[src/rtl/uart_rx_if.sv]
// Receive-side bundle: serial line in, word/handshake and status flags out.
// master = the receiver, slave = whoever drives the pin and consumes words.
interface uart_rx_if #(
   parameter int DWIDTH = 8
);
   logic              i_rx;
   logic              i_ready;
   logic [DWIDTH-1:0] o_data;
   logic              o_valid;
   logic              o_frame_err;
   logic              o_overrun;
   logic              o_busy;

   modport master (
      input  i_rx, i_ready,
      output o_data, o_valid, o_frame_err, o_overrun, o_busy
   );

   modport slave (
      output i_rx, i_ready,
      input  o_data, o_valid, o_frame_err, o_overrun, o_busy
   );
endinterface

[src/rtl/uart_rx.sv]
// UART receiver: start bit, DWIDTH data bits LSB first, one stop bit, mid-bit sampling,
// received words presented on a valid/ready holding register with frame-error/overrun pulses.
module uart_rx #(
   parameter int CLKS_PER_BIT = 868,
   parameter int DWIDTH       = 8
) (
   input  logic      clk,
   input  logic      rst,
   uart_rx_if.master bus
);
   localparam int CW = $clog2(CLKS_PER_BIT);
   localparam int BW = (DWIDTH > 1) ? $clog2(DWIDTH) : 1;
   localparam logic [CW-1:0] HALF     = CW'((CLKS_PER_BIT - 1) / 2);
   localparam logic [CW-1:0] LAST     = CW'(CLKS_PER_BIT - 1);
   localparam logic [BW-1:0] LAST_BIT = BW'(DWIDTH - 1);

   typedef enum logic [1:0] {IDLE, START, DATA, STOP} state_t;

   state_t            state;
   logic              rx_meta;
   logic              rx_s;
   logic              rx_d;
   logic [CW-1:0]     clk_cnt;
   logic [BW-1:0]     bit_idx;
   logic [DWIDTH-1:0] shift;

   // Synchroniser, bit-timing FSM and holding register share one clocked block so that
   // every output is a flop and the delivery/accept interaction is resolved in one place.
   always_ff @(posedge clk) begin
      if (rst) begin
         state           <= IDLE;
         rx_meta         <= 1'b1;
         rx_s            <= 1'b1;
         rx_d            <= 1'b1;
         clk_cnt         <= '0;
         bit_idx         <= '0;
         shift           <= '0;
         bus.o_data      <= '0;
         bus.o_valid     <= 1'b0;
         bus.o_frame_err <= 1'b0;
         bus.o_overrun   <= 1'b0;
         bus.o_busy      <= 1'b0;
      end else begin
         rx_meta         <= bus.i_rx;
         rx_s            <= rx_meta;
         rx_d            <= rx_s;
         bus.o_frame_err <= 1'b0;
         bus.o_overrun   <= 1'b0;

         if (bus.o_valid && bus.i_ready) begin
            bus.o_valid <= 1'b0;
         end

         case (state)
            IDLE: begin
               if (rx_d && !rx_s) begin
                  state      <= START;
                  clk_cnt    <= '0;
                  bus.o_busy <= 1'b1;
               end
            end
            START: begin
               if (clk_cnt == HALF) begin
                  if (!rx_s) begin
                     state   <= DATA;
                     clk_cnt <= '0;
                     bit_idx <= '0;
                  end else begin
                     state      <= IDLE;
                     bus.o_busy <= 1'b0;
                  end
               end else begin
                  clk_cnt <= clk_cnt + CW'(1);
               end
            end
            DATA: begin
               if (clk_cnt == LAST) begin
                  shift[bit_idx] <= rx_s;
                  clk_cnt        <= '0;
                  if (bit_idx == LAST_BIT) begin
                     state <= STOP;
                  end else begin
                     bit_idx <= bit_idx + BW'(1);
                  end
               end else begin
                  clk_cnt <= clk_cnt + CW'(1);
               end
            end
            STOP: begin
               if (clk_cnt == LAST) begin
                  state      <= IDLE;
                  clk_cnt    <= '0;
                  bus.o_busy <= 1'b0;
                  // A full register is only overwritten when the consumer takes it this cycle.
                  if (!rx_s) begin
                     bus.o_frame_err <= 1'b1;
                  end else if (!bus.o_valid || bus.i_ready) begin
                     bus.o_data  <= shift;
                     bus.o_valid <= 1'b1;
                  end else begin
                     bus.o_overrun <= 1'b1;
                  end
               end else begin
                  clk_cnt <= clk_cnt + CW'(1);
               end
            end
            default: begin
               state      <= IDLE;
               bus.o_busy <= 1'b0;
            end
         endcase
      end
   end
endmodule
[src/flat_wrapper.sv]
// flat-port wrapper written by rule: the top's interface ports become plain ports
module uart_rx_flat 
#(
   parameter int CLKS_PER_BIT = 868,
   parameter int DWIDTH       = 8
)
  (clk, rst, bus_i_rx, bus_i_ready, bus_o_data, bus_o_valid, bus_o_frame_err, bus_o_overrun, bus_o_busy);
  uart_rx_if #(.DWIDTH(DWIDTH)) bus_i ();
  input  logic clk;
  input  logic rst;
  input wire logic [$bits(bus_i.i_rx)-1:0] bus_i_rx;
  input wire logic [$bits(bus_i.i_ready)-1:0] bus_i_ready;
  output wire logic [$bits(bus_i.o_data)-1:0] bus_o_data;
  output wire logic [$bits(bus_i.o_valid)-1:0] bus_o_valid;
  output wire logic [$bits(bus_i.o_frame_err)-1:0] bus_o_frame_err;
  output wire logic [$bits(bus_i.o_overrun)-1:0] bus_o_overrun;
  output wire logic [$bits(bus_i.o_busy)-1:0] bus_o_busy;
  assign bus_i.i_rx = bus_i_rx;
  assign bus_i.i_ready = bus_i_ready;
  assign bus_o_data = bus_i.o_data;
  assign bus_o_valid = bus_i.o_valid;
  assign bus_o_frame_err = bus_i.o_frame_err;
  assign bus_o_overrun = bus_i.o_overrun;
  assign bus_o_busy = bus_i.o_busy;
  uart_rx #(.CLKS_PER_BIT(CLKS_PER_BIT), .DWIDTH(DWIDTH)) u_core (.clk(clk), .rst(rst), .bus(bus_i));
endmodule
[config.mk]
export PLATFORM = sky130hd
export DESIGN_NAME = uart_rx_flat
export DESIGN_NICKNAME = d
export VERILOG_FILES = /design/src/rtl/uart_rx_if.sv /design/src/rtl/uart_rx.sv /design/src/flat_wrapper.sv
export SDC_FILE = /design/constraint.sdc
export NUM_CORES = 1
export LEC_CHECK = 0
export CORE_ASPECT_RATIO = 1.25
export CORE_MARGIN = 1.5
export CORE_UTILIZATION = 55
export CTS_BUF_LIST = sky130_fd_sc_hd__clkbuf_8
export DETAILED_ROUTE_END_ITERATION = 8
export DONT_BUFFER_PORTS = 1
export PLACE_DENSITY_LB_ADDON = 0.12
export RECOVER_POWER = 50
export SYNTH_ARGS = -nofsm -noshare
export SYNTH_HDL_FRONTEND = slang
export SYNTH_SLANG_ARGS = --single-unit
export TNS_END_PERCENT = 1
[constraint.sdc]
create_clock -name clk -period 2.1 [get_ports clk]
set_clock_uncertainty 0.15 [all_clocks]
set_input_delay 0.525 -clock clk [delete_from_list [all_inputs] [get_ports clk]]
set_output_delay 0.525 -clock clk [all_outputs]
set_load 0.01 [all_outputs]
=== Word level (Yosys, flattened, before mapping) ===
Cells that the tools add are included.

* Register bits: 38
* Output and inout bits: 12
* Logic and storage cells: 84
* Input bits: 4

* Bitwise logic cells: 3
* Reductions and logical operators: 18
* Eq/ne operators: 15
* Add/subtract/negate cells: 2
* Order comparisons: 2
* Muxes and demuxes: 32

{| class="wikitable"
|+ Operators by type and width
! operator !! count
|-
| 10-bit two-way mux || 4
|-
| 10-bit one-hot mux with 3 select lines || 1
|-
| 5-bit AND reduction || 3
|-
| 1-bit two-way mux || 12
|-
| 2-bit two-way mux || 6
|-
| 3-bit two-way mux || 4
|-
| 2-bit by 1-bit != test with 1-bit output, second input constant || 6
|-
| 10-bit by 1-bit adder with 10-bit output, second input constant || 1
|-
| 10-bit equality test, second input constant || 1
|-
| 10-bit by 9-bit equality test with 1-bit output, second input constant || 1
|-
| 8-bit bitwise mux || 1
|-
| 2-bit one-hot mux with 4 select lines || 1
|-
| 3-bit one-hot mux with 2 select lines || 1
|-
| 2-bit equality test, second input constant || 2
|-
| 3-bit by 4-bit less-than comparator with 1-bit output, second input constant || 1
|-
| 2-bit != test, second input constant || 2
|-
| 2-bit AND reduction || 2
|-
| 4-bit AND reduction || 1
|-
| 4-bit OR reduction || 1
|-
| 3-bit by 1-bit adder with 3-bit output, second input constant || 1
|-
| 1-bit demux with 3-bit select || 1
|-
| 3-bit equality test, second input constant || 1
|-
| 3-bit by 1-bit >= comparator with 1-bit output, second input constant || 1
|-
| 1-bit logical AND || 3
|-
| other kinds (11) || 14
|}

=== Depth between registers and ports, before layout ===
Gate-level depths: netlist (run 1).

* Depth after elaboration: 6
* Depth in mapped cells: 8
* Mapped depth without buffers: 7

=== Worst setup path after synthesis (run 1) ===
No wires, ideal clock.

* Path type: register to register
* Start point: register u_core.clk_cnt[0]
* End point: register u_core.shift[5]
* Data required time: 1.822 ns
* Path slack: 0.105 ns
* Setup time: 0.128 ns
* Cell stages (with the launch flop): 8
* Clock period less this slack: 1.995 ns
* Data arrival time: 1.718 ns
* Buffers on the path: 1
* Path through: dfxtp_1 > ha_1 > and4b_1 > clkbuf_1 > nand4_1 > nor4bb_1 > mux2i_1 > nor2_1

* Word-level cells in the longest chain between the ends: 2

{| class="wikitable"
|+ RTL lines
! element !! RTL line !! source
|-
| start: declaration || uart_rx.sv:23 || <nowiki>logic [CW-1:0] clk_cnt;</nowiki>
|-
| start signal: assignment || uart_rx.sv:73 || <nowiki>clk_cnt <= clk_cnt + CW'(1);</nowiki>
|-
| start signal: assignment || uart_rx.sv:86 || <nowiki>clk_cnt <= clk_cnt + CW'(1);</nowiki>
|-
| start signal: assignment || uart_rx.sv:104 || <nowiki>clk_cnt <= clk_cnt + CW'(1);</nowiki>
|-
| 10-bit equality test || uart_rx.sv:77 || <nowiki>if (clk_cnt == LAST) begin</nowiki>
|-
| 2-bit AND reduction (no line) || n/a ||
|-
| end signal: indexed assignment || uart_rx.sv:78 || <nowiki>shift[bit_idx] <= rx_s;</nowiki>
|-
| end: declaration || uart_rx.sv:25 || <nowiki>logic [DWIDTH-1:0] shift;</nowiki>
|}

Every way passes these cells.
A chain may end at the register's enable or synchronous reset.

=== Worst setup path after layout (run 1) ===
* Start point: register u_core.clk_cnt[1]
* End point: register u_core.state[0]

* Word-level cells in the longest chain between the ends: 3
* Elaborated cells on any way between the ends: 6
* Those cells by class: eq/ne: 5; reduce/logical: 1

{| class="wikitable"
|+ RTL lines
! element !! RTL line !! source
|-
| 10-bit equality test or 10-bit by 9-bit equality test with 1-bit output (tied branches) || uart_rx.sv:77, uart_rx.sv:90, uart_rx.sv:63 ||
|-
| 2-bit by 1-bit != test with 1-bit output (no line) || n/a ||
|-
| 5-bit AND reduction (no line) * || n/a ||
|-
| end signal: assignment || uart_rx.sv:81 || <nowiki>state <= STOP;</nowiki>
|-
| end signal: assignment || uart_rx.sv:91 || <nowiki>state <= IDLE;</nowiki>
|-
| end signal: assignment || uart_rx.sv:108 || <nowiki>state <= IDLE;</nowiki>
|-
| end: declaration || uart_rx.sv:19 || <nowiki>state_t state;</nowiki>
|}

Every way passes the cells marked *; elsewhere a longest branch is shown, timed or not.

==> metrics.csv, run 1 <==
metric,value,unit
status,finished clean,
Fin. Hold Viols,0,
critical path buffer and inverter count,1,
fraction of registers with async set/reset,0,
delay of the slowest critical-path stage,0.38,ns
clock power share,0.456,
CP Class,reg2reg,
Int Pwr,1.28,mW
Hold Path Origin,rst,
Slew @ Worst Pin,0.399,ns
Comb power frac,0.088,
"count leader, synth",dfxtp_1,
syn nets,215,
initial core utilization,0.582,
Top delay family on crit path,simple AND/OR/NAND/NOR gates,
Crit Path Max Fanout,4,
net load switching power,356,µW
average size of a mapped cell,9.24,µm²
"Reg clk slew, reported paths",0.08,ns
root cell of the clock tree,clkbuf_8,
Post-synth EDFFs,0,
Boundary Pins,16,
antenna-violating nets left,0,
post-synth top area cell,dfxtp_1,
DP Wirelength,2.80,mm
LEAKAGE,0.815,nW
Synth Flop Type,dfxtp_1,
Die Area,3770,µm²
Max Slew Vio Count,0,
DR pass1 iterations,4,
Worst R2R Path Depth,7,
Die X,55.2,µm
CTS sink cnt,38,
worst skew pair latency,0.29,ns
global-route wire length before repair,6.52,mm
cell count after synthesis,203,
vias in the first global route,1468,
post-route cell area,2180,µm²
post-synth cell types,49,
Fmax,481,MHz
Port-buffer cells,0,
layout cell share with drive strength beyond 1,0.194,
CP max stage cell,or3_4,
CTS tree,yes,
core area,3220,µm²
Avg Vias per Cell,6.06,
WL/cell,16.3,µm
via count,1533,
CTS Buffer Depth,2,
1st-iter DRT viols,50,
worst hold stages,1,
Hold/Removal Path Class,in2reg,
cts bufs inserted,5,
RSZ-0062 raised after global routing,true,
Worst EP arrival,2.11,ns
TNS Setup,0,ns
endpoints failing setup,0,
worst endpoint required time,2.13,ns
Period minus WS final,2.08,ns
Placer Congestion,0.904,
final net count,227,
Yosys top cell area share,0.406,
Diodes inserted,0,
# DRC,0,
H-tree levels,2,
GRT Overall Usage,0.221,
Tot Pwr,1.63,mW
dpl ws,-0.0542,ns
Slew headroom,0.732,
Worst path depth,7,
overflow left after global routing,0,
Worst R2R Start,u_core.clk_cnt[1],
Sw Ratio,0.218,
Synth Register Bits,38,
hold_buf cts,0,
initial antenna violation count,0,
Site Rows,23,
Fin Hold WS,0.149,ns
period utilization,0.990,
Worst VDD drop,0.000709,V
most frequent cells after synthesis,"38 x dfxtp_1, 27 x nor2_1, 18 x mux2i_1, 11 x inv_1, 10 x nand2_1",
Mapped Area,1880,µm²
worst setup margin,0.0207,ns
placed instance area,1960,µm²
Die H,68.3,µm
Syn-to-layout area delta,16.2,%
"Seq/Total Area, Yosys",0.406,
fraction of power consumed by sequential logic,0.455,
Routed WL,4.13,mm
crit-path cells,inv_1 -> ha_1 -> and4b_2 -> nand3_4 -> a21bo_4 -> or3_4 -> o221a_2,
pin count of the biggest net entering global routing,33,
Max Cap Violations,0,
crit path capture type,flip-flop,
top post-synthesis cells by area,"dfxtp_1 41%, mux2i_1 9.6%, nor2_1 5.4%",
FF-to-FF setup slack,0.02,ns
synth warn,0,
Layout fillers,264,
Hold Path End,u_core.clk_cnt[0],
Critical Path Source Type,flip-flop,
power density over the cells,750,nW/µm²
worst r2r dst,u_core.state[0],
## worst reg2reg max path: stages (launching register included)
cell and delay [ns]:
dfxtp_1 0.33, inv_1 0.07, ha_1 0.13, and4b_2 0.30
nand3_4 0.11, a21bo_4 0.25, or3_4 0.38, o221a_2 0.25
## sequential cells by signal, summed over array words and instances, names as in the netlist, 3 cells and up, named ones only
signal and cells:
u_core.bus.o_data 8, u_core.bit_idx 3, u_core.shift 8, u_core.clk_cnt 10
## area by class of cell
type / count / area (µm²) / area share
Timing Repair Buffer: 13 / 97.6 / 0.0448
Clock inverter: 3 / 68.8 / 0.0316
Multi-Input combinational cell: 146 / 1090 / 0.502
Sequential cell: 38 / 763 / 0.350
Inverter: 11 / 41.3 / 0.0189
Clock buffer: 5 / 68.8 / 0.0316
Tap cell: 37 / 46.3 / 0.0212
## metrics by stage
| step | util | cells |
|---|---|---|
| global placement | 0.609 | 243 |
| floorplan | - | 203 |
| detailed placement | 0.609 | 243 |
| global route | 0.676 | 253 |
| finish | 0.676 | 253 |
| CTS | 0.655 | 251 |
## placed cells by master (no fill, tap or decap), types with 2 or more instances in the layout
cell	n
a22oi_1	3
a31oi_1	2
ha_1	8
nor4b_2	2
dfxtp_1	36
nand4_1	8
o2bb2ai_1	3
or2_2	2
nor4_1	2
dfxtp_2	2
o41ai_2	2
nand2b_1	5
o31ai_1	3
buf_4	13
and3_1	3
o2bb2a_1	3
a21oi_1	4
o21bai_1	2
nor3_1	3
inv_1	11
and2_1	2
clkbuf_8	5
nand3_1	3
nor2b_1	3
bufinv_16	2
and2b_1	2
mux2i_1	18
o21ai_0	4
nor2_1	27
nor3b_1	2
nand2_1	9
## power by group through the flow
stage	Combinational [mW]	Clock (mW)	Sequential, mW
2_1_floorplan	0.0896	0	0.757
3_3_place_gp	0.111	0	0.759
3_5_place_dp	0.118	0	0.760
4_1_cts	0.119	0.756	0.743
5_1_grt	0.154	0.785	0.746
6_report	0.144	0.746	0.744
## kinds of logic (layout without fill, tap and decap cells)
group / after synthesis / in the layout / synth area share
simple gates: 83 / 83 / 0.249
fa+ha+maj: 8 / 8 / 0.0534
compound gates: 37 / 37 / 0.151
flops: 38 / 38 / 0.406
buf+inv: 19 / 32 / 0.0447
mux: 18 / 18 / 0.0961
## layer usage
metal / vias to the layer above / track usage / wire length (µm)
li1: 759 / - / -
met1: 727 / 0.240 / 1790
met2: 39 / 0.399 / 2100
met3: 8 / 0.0586 / 179
met4: 0 / 0.113 / 61
met5: - / 0 / 0
## how the worst max path moves through the flow
stage / from / end / slack [ns]
6_report: u_core.clk_cnt[1] / u_core.state[0] / 0.02
5_1_grt: u_core.clk_cnt[0] / u_core.state[0] / -0.04
4_1_cts: u_core.clk_cnt[0] / u_core.shift[1] / -0.01
3_5_place_dp: u_core.clk_cnt[0] / u_core.shift[4] / -0.05
3_3_place_gp: u_core.clk_cnt[0] / u_core.shift[4] / -0.02
2_1_floorplan: u_core.clk_cnt[0] / u_core.shift[5] / 0.10
## what timing repair did
action | in CTS | in global routing
resized for setup | 2 | 13
buffers inserted | 0 | 2
pin swaps | 0 | 2
setup endpoints to repair | 3 | 20
Power figures use the tool's default switching activity.
==> run 2: changes to the inputs <==
ABC_CLOCK_PERIOD_IN_PS = 2100   (was default)
CTS_CLUSTER_SIZE = 16   (was default)
==> results of run 2 <==
The final DEF is identical to that of run 1; final timing and power are the same.
==> run 3: changes to the inputs <==
SETUP_SLACK_MARGIN = 0.15   (was default)
SLEW_MARGIN = 40   (was default)
==> metrics.csv, run 3 (synthesized netlist as in run 1, its figures left out) <==
metric,value,unit,change
Die Area,3770,µm²,unchanged
power density over the cells,732,nW/µm²,was 750 nW/µm²
"commonest cells after routing, fill and taps aside","34 x dfxtp_1, 26 x nor2_1, 18 x mux2i_1, 14 x buf_4, 10 x inv_1",,"was 36 x dfxtp_1, 27 x nor2_1, 18 x mux2i_1, 13 x buf_4, 11 x inv_1"
layout cell share with drive strength beyond 1,0.234,,was 0.194
pin count of the biggest net entering global routing,33,,unchanged
Worst VDD drop,0.000735,V,was 0.000709 V
RSZ-0062 raised after global routing,true,,unchanged
LEAKAGE,0.829,nW,was 0.815 nW
Largest regs,"u_core.clk_cnt (10), u_core.bus.o_data (8), u_core.shift (8)",,unchanged
delay of the slowest critical-path stage,0.35,ns,was 0.38 ns
initial core utilization,0.582,,unchanged
"commonest non-fill, non-tap cell in the layout",dfxtp_1,,unchanged
DR pass1 iterations,4,,unchanged
Site Rows,23,,unchanged
worst endpoint required time,2.16,ns,was 2.13 ns
vias in the first global route,1470,,was 1468
cts bufs inserted,5,,unchanged
final core utilization,0.694,,was 0.676
DP Wirelength,2.78,mm,was 2.80 mm
Port-buffer cells,0,,unchanged
clock power share,0.453,,was 0.456
via count,1583,,was 1533
Die H,68.3,µm,unchanged
Comb power frac,0.092,,was 0.088
Placer Congestion,0.891,,was 0.904
hold_buf cts,0,,unchanged
max reg flops,10,,unchanged
Int Pwr,1.28,mW,about the same
net load switching power,356,µW,about the same
Sw Ratio,0.217,,was 0.218
Avg Vias per Cell,6.21,,was 6.06
global-route wire length before repair,6.69,mm,was 6.52 mm
Fin. Hold Viols,0,,unchanged
fraction of power consumed by sequential logic,0.455,,about the same
1st-iter DRT viols,93,,was 50
Worst EP arrival,2.15,ns,was 2.11 ns
Layout fillers,248,,was 264
Max Slew Vio Count,0,,unchanged
"Reg clk slew, reported paths",0.08,ns,about the same
Diodes inserted,0,,unchanged
Hold/Removal Path Class,in2reg,,unchanged
Fmax,480,MHz,was 481 MHz
status,finished clean,,unchanged
CTS Buffer Depth,2,,unchanged
CP Class,reg2reg,,unchanged
crit path capture type,flip-flop,,unchanged
Critical Path Source Type,flip-flop,,unchanged
initial antenna violation count,0,,unchanged
Routed WL,4.20,mm,was 4.13 mm
CTS tree,yes,,unchanged
Tot Pwr,1.64,mW,was 1.63 mW
CP max stage cell,dfxtp_2,,was or3_4
root cell of the clock tree,clkbuf_8,,unchanged
Crit Path Max Fanout,10,,was 4
crit-path cells,inv_1 -> ha_2 -> nor2_2 -> o31ai_1 -> a32o_1 -> nand2_2 -> o31ai_1,,was inv_1 -> ha_1 -> and4b_2 -> nand3_4 -> a21bo_4 -> or3_4 -> o221a_2
CTS sink cnt,38,,unchanged
antenna-violating nets left,0,,unchanged
GRT Overall Usage,0.226,,was 0.221
Worst R2R Start,u_core.state[0],,was u_core.clk_cnt[1]
core area,3220,µm²,unchanged
Slew @ Worst Pin,0.376,ns,was 0.399 ns
Max Cap Violations,0,,unchanged
critical path launch point,u_core.state[0],,was u_core.clk_cnt[1]
worst skew pair latency,0.30,ns,was 0.29 ns
final net count,229,,was 227
FF-to-FF setup slack,0.02,ns,about the same
Boundary Pins,16,,unchanged
endpoints failing setup,0,,unchanged
most frequent CP cell,o31ai_1,,
H-tree levels,2,,unchanged
Slew headroom,0.749,,was 0.732
# DRC,0,,unchanged
overflow left after global routing,0,,unchanged
Syn-to-layout area delta,19.3,%,was 16.2%
Period minus WS final,2.08,ns,about the same
Die X,55.2,µm,unchanged
WL/cell,16.5,µm,was 16.3 µm
period utilization,0.992,,was 0.990
largest register by flop count,u_core.clk_cnt,,unchanged
Hold Path Origin,rst,,unchanged
==> run 3: metrics by stage <==
| step | setup TNS [ns] | setup WS, ns | hold WS (ns) | instance area (µm²) | instances |
|---|---|---|---|---|---|
| after floorplan | 0 | 0.136 | 0.239 | 1880 | 203 |
| after global placement | -0.00367 | -0.00367 | 0.252 | 1960 | 243 |
| after detailed placement | -0.0271 | -0.0271 | 0.246 | 1960 | 243 |
| after CTS | 0 | 0.0834 | 0.135 | 2180 | 255 |
| after global routing | -0.253 | -0.0848 | 0.133 | 2240 | 255 |
| final | 0 | 0.0162 | 0.143 | 2240 | 255 |
==> run 3: cell type report <==
cell class / count / area [µm²] / share of cell area
clock buffer: 5 / 68.8 / 0.0308
clock inverter: 3 / 68.8 / 0.0308
inverter: 11 / 41.3 / 0.0185
multi-input combinational: 146 / 1130 / 0.504
sequential: 38 / 768 / 0.343
tap: 37 / 46.3 / 0.0207
timing repair buffer: 15 / 116 / 0.0520
==> run 3: worst paths after layout <==
kind	end	depth (start not counted)
setup / recovery	u_core.clk_cnt[5]	7
hold / removal	u_core.clk_cnt[0]	1
setup reg to reg	u_core.clk_cnt[5]	7
hold reg to reg	u_core.rx_s	1
==> run 3: power by group through the flow <==
stage                     combinational [mW]  sequential, mW  clock [mW]
after detailed placement               0.117           0.760           0
after global routing                   0.159           0.746       0.776
after global placement                 0.111           0.759           0
final                                  0.151           0.745       0.742
after floorplan                       0.0896           0.757           0
after CTS                              0.143           0.745       0.751
==> run 3: per-layer routing <==
| layer | up-vias | routed length, µm | global-route usage |
|---|---|---|---|
| met4 | 0 | 77 | 0.101 |
| met1 | 755 | 1660 | 0.250 |
| met2 | 51 | 2250 | 0.420 |
| met5 | - | 0 | 0 |
| met3 | 8 | 205 | 0.0510 |
| li1 | 769 | - | - |
==> run 3: worst max-delay path: cells and delay by family (launching register included) <==
kind | cells | cell delay (ns)
compound gates | 3 | 0.83
fa+ha+maj | 1 | 0.32
buf+inv | 1 | 0.11
flops | 1 | 0.35
simple gates | 2 | 0.24
==> run 3: repair_timing <==
action                     4_1_cts  5_1_grt
pin swaps                        3        2
setup buffers                    4        0
setup endpoints to repair       24       26
gates cloned                     0        0
resized for setup               15       14
